`config.mk`:
```
export PLATFORM = sky130hd
export DESIGN_NAME = imm_gen_pipe
export DESIGN_NICKNAME = d
export VERILOG_FILES = /design/src/rtl/imm_gen_pipe.sv
export SDC_FILE = /design/constraint.sdc
export NUM_CORES = 1
export LEC_CHECK = 0
export CORE_MARGIN = 2
export CORE_UTILIZATION = 52
export DETAILED_ROUTE_END_ITERATION = 10
export PLACE_DENSITY = 0.83
export SLEW_MARGIN = 20
export SYNTH_ARGS = -nofsm -noshare
export SYNTH_HDL_FRONTEND = slang
export SYNTH_SLANG_ARGS = --single-unit
```
`constraint.sdc`:
```
create_clock -name clk -period 3.5 [get_ports clk]
set_input_delay 0.525 -clock clk [delete_from_list [all_inputs] [get_ports clk]]
set_output_delay 0.525 -clock clk [all_outputs]
set_load 0.005 [all_outputs]
```
`src/rtl/imm_gen_pipe.sv`:
```
// Registered, handshaked RV immediate generator with a 2-entry output/skid buffer
// and a saturating counter of accepted illegal format selects.
module imm_gen_pipe #(
  parameter int DATA_WIDTH    = 32,
  parameter int TAG_WIDTH     = 32,
  parameter int ERR_CNT_WIDTH = 8
) (
  input  logic                     clk,
  input  logic                     rst_n,
  input  logic                     in_valid,
  output logic                     in_ready,
  input  logic [31:0]              instr,
  input  logic [2:0]               ImmSrc,
  input  logic [TAG_WIDTH-1:0]     in_tag,
  output logic                     out_valid,
  input  logic                     out_ready,
  output logic [DATA_WIDTH-1:0]    ImmOp,
  output logic [TAG_WIDTH-1:0]     out_tag,
  output logic                     out_illegal,
  output logic [ERR_CNT_WIDTH-1:0] err_cnt
);

  if (DATA_WIDTH != 32 && DATA_WIDTH != 64) begin : gBadWidth
    $error("imm_gen_pipe: DATA_WIDTH must be 32 or 64");
  end

  localparam logic [2:0] SRC_I = 3'b000;
  localparam logic [2:0] SRC_S = 3'b001;
  localparam logic [2:0] SRC_B = 3'b010;
  localparam logic [2:0] SRC_U = 3'b011;
  localparam logic [2:0] SRC_J = 3'b100;

  // Every format fits in 32 signed bits, so decode there and widen once.
  function automatic logic [DATA_WIDTH-1:0] decodeImm(input logic [31:0] ins,
                                                      input logic [2:0]  src);
    logic [31:0] imm32;
    imm32 = '0;
    case (src)
      SRC_I:   imm32 = {{20{ins[31]}}, ins[31:20]};
      SRC_S:   imm32 = {{20{ins[31]}}, ins[31:25], ins[11:7]};
      SRC_B:   imm32 = {{19{ins[31]}}, ins[31], ins[7], ins[30:25], ins[11:8], 1'b0};
      SRC_U:   imm32 = {ins[31:12], 12'b0};
      SRC_J:   imm32 = {{11{ins[31]}}, ins[31], ins[19:12], ins[20], ins[30:21], 1'b0};
      default: imm32 = '0;
    endcase
    return DATA_WIDTH'($signed(imm32));
  endfunction

  logic                     oValid_q, oValid_d;
  logic [DATA_WIDTH-1:0]    oImm_q, oImm_d;
  logic [TAG_WIDTH-1:0]     oTag_q, oTag_d;
  logic                     oIll_q, oIll_d;
  logic                     kValid_q, kValid_d;
  logic [DATA_WIDTH-1:0]    kImm_q, kImm_d;
  logic [TAG_WIDTH-1:0]     kTag_q, kTag_d;
  logic                     kIll_q, kIll_d;
  logic [ERR_CNT_WIDTH-1:0] errCnt_q, errCnt_d;

  logic                  acc, drn, inIll;
  logic [DATA_WIDTH-1:0] inImm;

  assign inIll = (ImmSrc > SRC_J);
  assign inImm = decodeImm(instr, ImmSrc);
  assign acc   = in_valid && !kValid_q;
  assign drn   = oValid_q && out_ready;

  // The skid entry is only ever occupied while the output entry is full.
  always_comb begin
    oValid_d = oValid_q;
    oImm_d   = oImm_q;
    oTag_d   = oTag_q;
    oIll_d   = oIll_q;
    kValid_d = kValid_q;
    kImm_d   = kImm_q;
    kTag_d   = kTag_q;
    kIll_d   = kIll_q;
    errCnt_d = errCnt_q;

    if (!oValid_q) begin
      if (acc) begin
        oValid_d = 1'b1;
        oImm_d   = inImm;
        oTag_d   = in_tag;
        oIll_d   = inIll;
      end
    end else if (drn) begin
      if (kValid_q) begin
        oImm_d   = kImm_q;
        oTag_d   = kTag_q;
        oIll_d   = kIll_q;
        kValid_d = 1'b0;
      end else if (acc) begin
        oImm_d   = inImm;
        oTag_d   = in_tag;
        oIll_d   = inIll;
      end else begin
        oValid_d = 1'b0;
      end
    end else if (acc) begin
      kValid_d = 1'b1;
      kImm_d   = inImm;
      kTag_d   = in_tag;
      kIll_d   = inIll;
    end

    if (acc && inIll && (errCnt_q != {ERR_CNT_WIDTH{1'b1}}))
      errCnt_d = errCnt_q + ERR_CNT_WIDTH'(1);
  end

  always_ff @(posedge clk or negedge rst_n) begin
    if (!rst_n) begin
      oValid_q <= 1'b0;
      oImm_q   <= '0;
      oTag_q   <= '0;
      oIll_q   <= 1'b0;
      kValid_q <= 1'b0;
      kImm_q   <= '0;
      kTag_q   <= '0;
      kIll_q   <= 1'b0;
      errCnt_q <= '0;
    end else begin
      oValid_q <= oValid_d;
      oImm_q   <= oImm_d;
      oTag_q   <= oTag_d;
      oIll_q   <= oIll_d;
      kValid_q <= kValid_d;
      kImm_q   <= kImm_d;
      kTag_q   <= kTag_d;
      kIll_q   <= kIll_d;
      errCnt_q <= errCnt_d;
    end
  end

  assign in_ready    = !kValid_q;
  assign out_valid   = oValid_q;
  assign ImmOp       = oImm_q;
  assign out_tag     = oTag_q;
  assign out_illegal = oIll_q;
  assign err_cnt     = errCnt_q;

endmodule
```
=== Yosys cells after proc, flatten, opt, wreduce, memory -nomap -nowiden ===
Index checks and enable logic that the tools add are counted.

* Logic and storage cells: 46
* Bits in registers: 140
* Input port bits: 71
* Output and inout port bits: 75

* Eq/ne operators: 6
* Bitwise logic cells: 1
* Mux-type cells: 19
* $add $sub $neg: 1
* Reductions and logical operators: 9
* Magnitude comparators: 1

{| class="wikitable"
|+ Operators with widths
! operator !! count
|-
| $mux W32 || 8
|-
| $pmux W32 S5 || 1
|-
| $mux W1 || 10
|-
| $add A8 B1 Y8 const B || 1
|-
| $ne A8 B8 Y1 const B || 1
|-
| $eq A3 B2 Y1 const B || 2
|-
| $logic_and A1 B1 Y1 || 4
|-
| $eq A3 B1 Y1 const B || 1
|-
| $eq A3 B3 Y1 const B || 1
|-
| $gt A3 B3 Y1 const B || 1
|-
| $logic_not A3 Y1 || 1
|-
| $reduce_and A3 Y1 || 1
|-
| $ne A2 B1 Y1 const B || 1
|-
| $reduce_and A2 Y1 || 1
|-
| $reduce_bool A2 Y1 || 1
|-
| $logic_not A1 Y1 || 1
|-
| $not A1 Y1 || 1
|}

=== Longest topological paths before layout ===
* Word-level depth: 6
* Gate-level depth with buffers: 6
* Depth with buffers taken out: 5

=== Least setup slack after synthesis ===
Ideal clock, no wire load.

* Path type: register -> register
* From: register errCnt_q[0], in the netlist err_cnt[0]
* To: register errCnt_q[1], in the netlist err_cnt[1]
* Stages on the path, launching flop included: 6
* Arrival time: 1,488 ps
* Path buffers: 0
* Library setup time: 127 ps
* Period minus slack after synthesis: 1,615 ps
* Path slack: 1,885 ps
* Required time: 3,372 ps
* Path through: dfrtp_1 > ha_1 > nand3_1 > or3_1 > nand2_1 > mux2_1

* Longest elaborated chain between the ends: 2
* Elaborated cells on any way between the ends: 3
* Classes of those cells: add/sub: 1; eq/ne: 1; reduce/logical: 1

{| class="wikitable"
|+ RTL lines
! item !! RTL line !! text
|-
| start: declaration || 57 || <nowiki>logic [ERR_CNT_WIDTH-1:0] errCnt_q, errCnt_d;</nowiki>
|-
| start signal: assignment || 130 || <nowiki>errCnt_q <= errCnt_d;</nowiki>
|-
| parallel branches: the longest is 2 deep, another holds $add A8 B1 Y8 || n/a ||
|}

Several ways; the timed one is not identified.
A chain may end at the register's enable or synchronous reset.

=== Final worst setup path ===
* From: input in_valid
* To: register oTag_q[3], in the netlist out_tag[3]

* Longest elaborated chain between the ends: 5

{| class="wikitable"
|+ RTL lines
! item !! RTL line !! text
|-
| start: declaration || 10 || <nowiki>input logic in_valid,</nowiki>
|-
| $logic_and A1 B1 Y1 * || 64 || <nowiki>assign acc = in_valid && !kValid_q;</nowiki>
|-
| $mux W32 * || n/a ||
|-
| $mux W32 (2 in a row) || n/a ||
|-
| $mux W32 * || n/a ||
|-
| end signal: assignment || 124 || <nowiki>oTag_q <= oTag_d;</nowiki>
|-
| end: declaration || 51 || <nowiki>logic [TAG_WIDTH-1:0] oTag_q, oTag_d;</nowiki>
|}

Mark *: on every way between the ends. The rest lies on a longest branch, timed or not. The select of a mux whose other input is x is not followed.

==> summary by stage <==
Outcome
The flow ran to the end, and the final reports show no timing, DRC or antenna violations.

Routing
The total routed wirelength is 17030 µm. The remaining antenna violation count after routing is 0. Summed over all nets, wire length on met2 after detailed routing comes to 8759 µm. The average wire per cell in the routed design is 17.93 µm.

In this run the top signal layer used is met4. The violation count after the first detailed-routing iteration is 495. Dividing the detail-routed via count by the number of cells gives 5.849. The met3 wire length is 818 µm. For this block, the via count after detailed routing is 5557. The detailed-router iteration count before antenna repair is 5. The total DRC errors in the routed layout is 0. For this block, wires on met1 add up to 7075 µm.

Layout
The number of antenna diodes in the final layout is 0. The layout cell share with drive strength beyond 1 is 0.09589. The relative area change from synthesis to final layout is 33.59%. For this run, the post-layout net count is 862. The number of filler instances in the final layout is 851.

Pwr
In this run the power density over the cells is 942.2 nW/µm². The overall power of the completed layout is 7952 µW. The static power due to leakage is 0.003569 µW. IR analysis of the VDD net gives a maximum drop of 480.4 µV.

Synth
Of all flip-flops after synthesis, the portion carrying an async set or reset was 1.000. Of the total synthesized cell area, the portion taken by AND, OR, NAND and NOR gates is 0.1975. The mux contribution to synthesized area is 0.008715. The register bit count reported by yosys is 140. The register area share after synthesis is 0.5546.

The fraction of the mapped netlist area in compound gates is 0.1862. A synthesized cell averages 9.429 µm². The number of instances in the synthesized netlist is 670. The most common flop cell mapped by yosys is dfrtp_1.

By area, the combinational part of the netlist is dominated by simple AND/OR/NAND/NOR gates. The parity-gate share of the synthesized area counting xor and xnor cells is 0.006932. The total number of yosys warnings is 0. Of the total synthesized cell area, the portion taken by full adders, half adders and majority gates is 0.001981. After synthesis, the netlist uses 44 different library cells. The number of flops mapped to enable cells by yosys is 0. When the netlist entered floorplanning its net count stood at 742. Summing every instance area after synthesis gives 6317 µm².

Min path
The tightest min-delay check is of the input pin to asynchronous set/reset pin type.

GRT
Entering global routing, the biggest net connects 119 pins. The number of global-route vias before repair came to 5605. The first global-routing pass estimated 27640 µm of wire.

For this run, the total global-route usage over all layers was measured as 0.2693. The number of antenna violations at the first check in global routing is 0. The sum of overflow across all layers after global routing is 0.

Timing
Hold is met by 0.2013 ns. Once routing completed, OpenROAD measured the worst setup slack at 1.076 ns. The peak clock frequency supported by timing is 412.5 MHz. The transition time at the pin with the least slew margin is 0.9676 ns.

The accumulated negative setup slack is 0 ns. The final-report setup violation count is 0. In the finished design, the share of the clock period the worst path needs comes to 0.6926.

The final hold violation count is 0. The worst-case headroom to the max-slew limit is 0.3549. The final critical-path required period is 2.424 ns. Clock skew on the completed layout was measured at 0.006628 ns. The max-slew violation total from the final report came to 0. Setup repair after global routing left no endpoint under its margin.

Clock network
The clock reaches the later pin of the worst-skew pair after 0.41 ns. The number of buffers on the longest clock path is 2. The cell at the root of the clock tree is clkbuf_16.

The post-cts hold buffer count is 0. The count of cells resized by post-cts repair is 0. The clock input transition at the sequential cells of the worst setup and hold paths is 0.06 ns. The number of levels the H-tree was split into is 4. The clock net sink count is 140. The buffers inserted during post-CTS setup optimization is 0. The number of clock buffers added by TritonCTS is 17.

TritonCTS built the clock tree.

Critical path
The startpoint-to-endpoint class of the critical path is input pin to register. The largest driver fanout on the critical path is 40. The worst setup path is captured at a register. The highest cell delay on the worst timing path is 0.61 ns.

Walking the worst path, the cells encountered are clkdlybuf4s50_1 > nand2b_4 > a21oi_4 > buf_4 > nor2_1 > a21oi_1. Broken down by cell family, the worst path's largest delay share belongs to buffers and inverters. STA puts the critical path data required time at 3.83 ns. The sum of buffers and inverters on the critical path is 2. The worst setup path is launched from an input pin. The cell with the largest stage delay on the worst path is clkdlybuf4s50_1. The critical path data arrival time is 2.75 ns.

Run
The number of maximum-capacitance constraint violations is 0.

Floorplanning
The region available for standard cell placement spans 11910 µm². After floorplanning, the core was divided into 40 placement rows. The floorplan step defined a die boundary enclosing 13050 µm². For this design the top-level I/O count stands at 146.

The initial core utilization is 0.5304. The die is 114.2 µm wide. The die is 114.2 µm tall.

Placement
Input and output buffers added on the ports amount to 138. The half-perimeter wire length after detailed placement is 10920 µm. At the end of routability-driven placement, the weighted congestion stood at 0.8155. Before CTS, the worst setup slack after placement is 0.6841 ns.
## cell usage in the layout (no fill, tap or decap), types with 3 or more instances in the layout
master	Yosys	layout
nor2_1	71	71
nor3b_1	4	4
a221oi_2	11	11
a31oi_1	11	11
clkbuf_8	0	3
nand2b_1	8	8
nand3_1	16	15
nor2_4	3	3
clkbuf_16	0	17
xnor2_1	5	5
nand3b_1	16	16
a221oi_1	7	7
a21oi_1	70	69
nand2_1	142	142
o21ai_1	22	22
bufinv_16	0	6
dfrtp_1	140	140
clkdlybuf4s50_1	0	137
o21ai_0	16	16
o22ai_1	47	47
buf_4	12	13
## cell families after synthesis
kind of cell / count (synthesis)
xor+xnor: 5
buf+inv: 53
simple gates: 277
compound gates: 189
flops: 140
fa+ha+maj: 1
mux: 5
## flip-flops by register name, summed over array words and instances, names as in the netlist
name,cells
kTag_q,32
kImm_q,32
ImmOp,32
kValid_q,1
out_valid,1
out_tag,32
out_illegal,1
kIll_q,1
err_cnt,8
## layer usage
layer  up-vias  track usage
met5         -            0
met2       196       0.4468
li1       2577            -
met4         0       0.1081
met1      2750       0.3541
met3        34      0.04711
## final cells by class
type / count / area (µm²) / area share
Clock inverter: 11 / 214.0 / 0.02535
Multi-Input combinational cell: 477 / 2551 / 0.3023
Timing Repair Buffer: 153 / 1523 / 0.1804
Inverter: 1 / 3.754 / 0.0004448
Sequential cell: 140 / 3503 / 0.4151
Clock buffer: 21 / 460.4 / 0.05456
Tap cell: 147 / 183.9 / 0.02179
## per-stage QoR
stage | std cells | utilization | instance area [µm²]
after detailed placement | 918 | 0.6517 | 7762
after floorplan | 670 | - | 6317
after global placement | 918 | 0.6517 | 7762
after CTS | 950 | 0.7083 | 8437
after global routing | 950 | 0.7085 | 8439
final | 950 | 0.7085 | 8439
## Yosys cell counts, types with 11 or more instances
library cell,number,area share
a221oi_2,11,0.026
buf_2,22,0.017
buf_4,12,0.014
a21oi_1,70,0.055
dfrtp_1,140,0.55
clkbuf_1,16,0.0095
o21ai_0,16,0.013
nor2_1,71,0.042
a31oi_1,11,0.011
o21ai_1,22,0.017
nand2_1,142,0.084
nand3_1,16,0.013
nand3b_1,16,0.019
o22ai_1,47,0.047
## power breakdown
part | switching, µW | internal [µW]
combinational | 1460 | 1540
sequential | 491 | 2410
clock | 668 | 1370
## worst paths after layout
path | endpoint | cells past startpoint | from | slack, ns
setup / recovery | out_tag[3]$_DFFE_PN0P_ | 6 | in_valid | 1.08
hold / removal | ImmOp[15]$_DFFE_PN0P_ | 1 | rst_n | 0.20
setup reg to reg | out_tag[3]$_DFFE_PN0P_ | 6 | kValid_q$_DFFE_PN0P_ | 1.12
hold reg to reg | kTag_q[19]$_DFFE_PN0P_ | 2 | kTag_q[19]$_DFFE_PN0P_ | 0.48
max in group asynchronous | kTag_q[29]$_DFFE_PN0P_ | 2 | rst_n | 2.43
min in group clk | kTag_q[19]$_DFFE_PN0P_ | 2 | kTag_q[19]$_DFFE_PN0P_ | 0.48
Note: power is estimated with default switching activity, not from simulation.
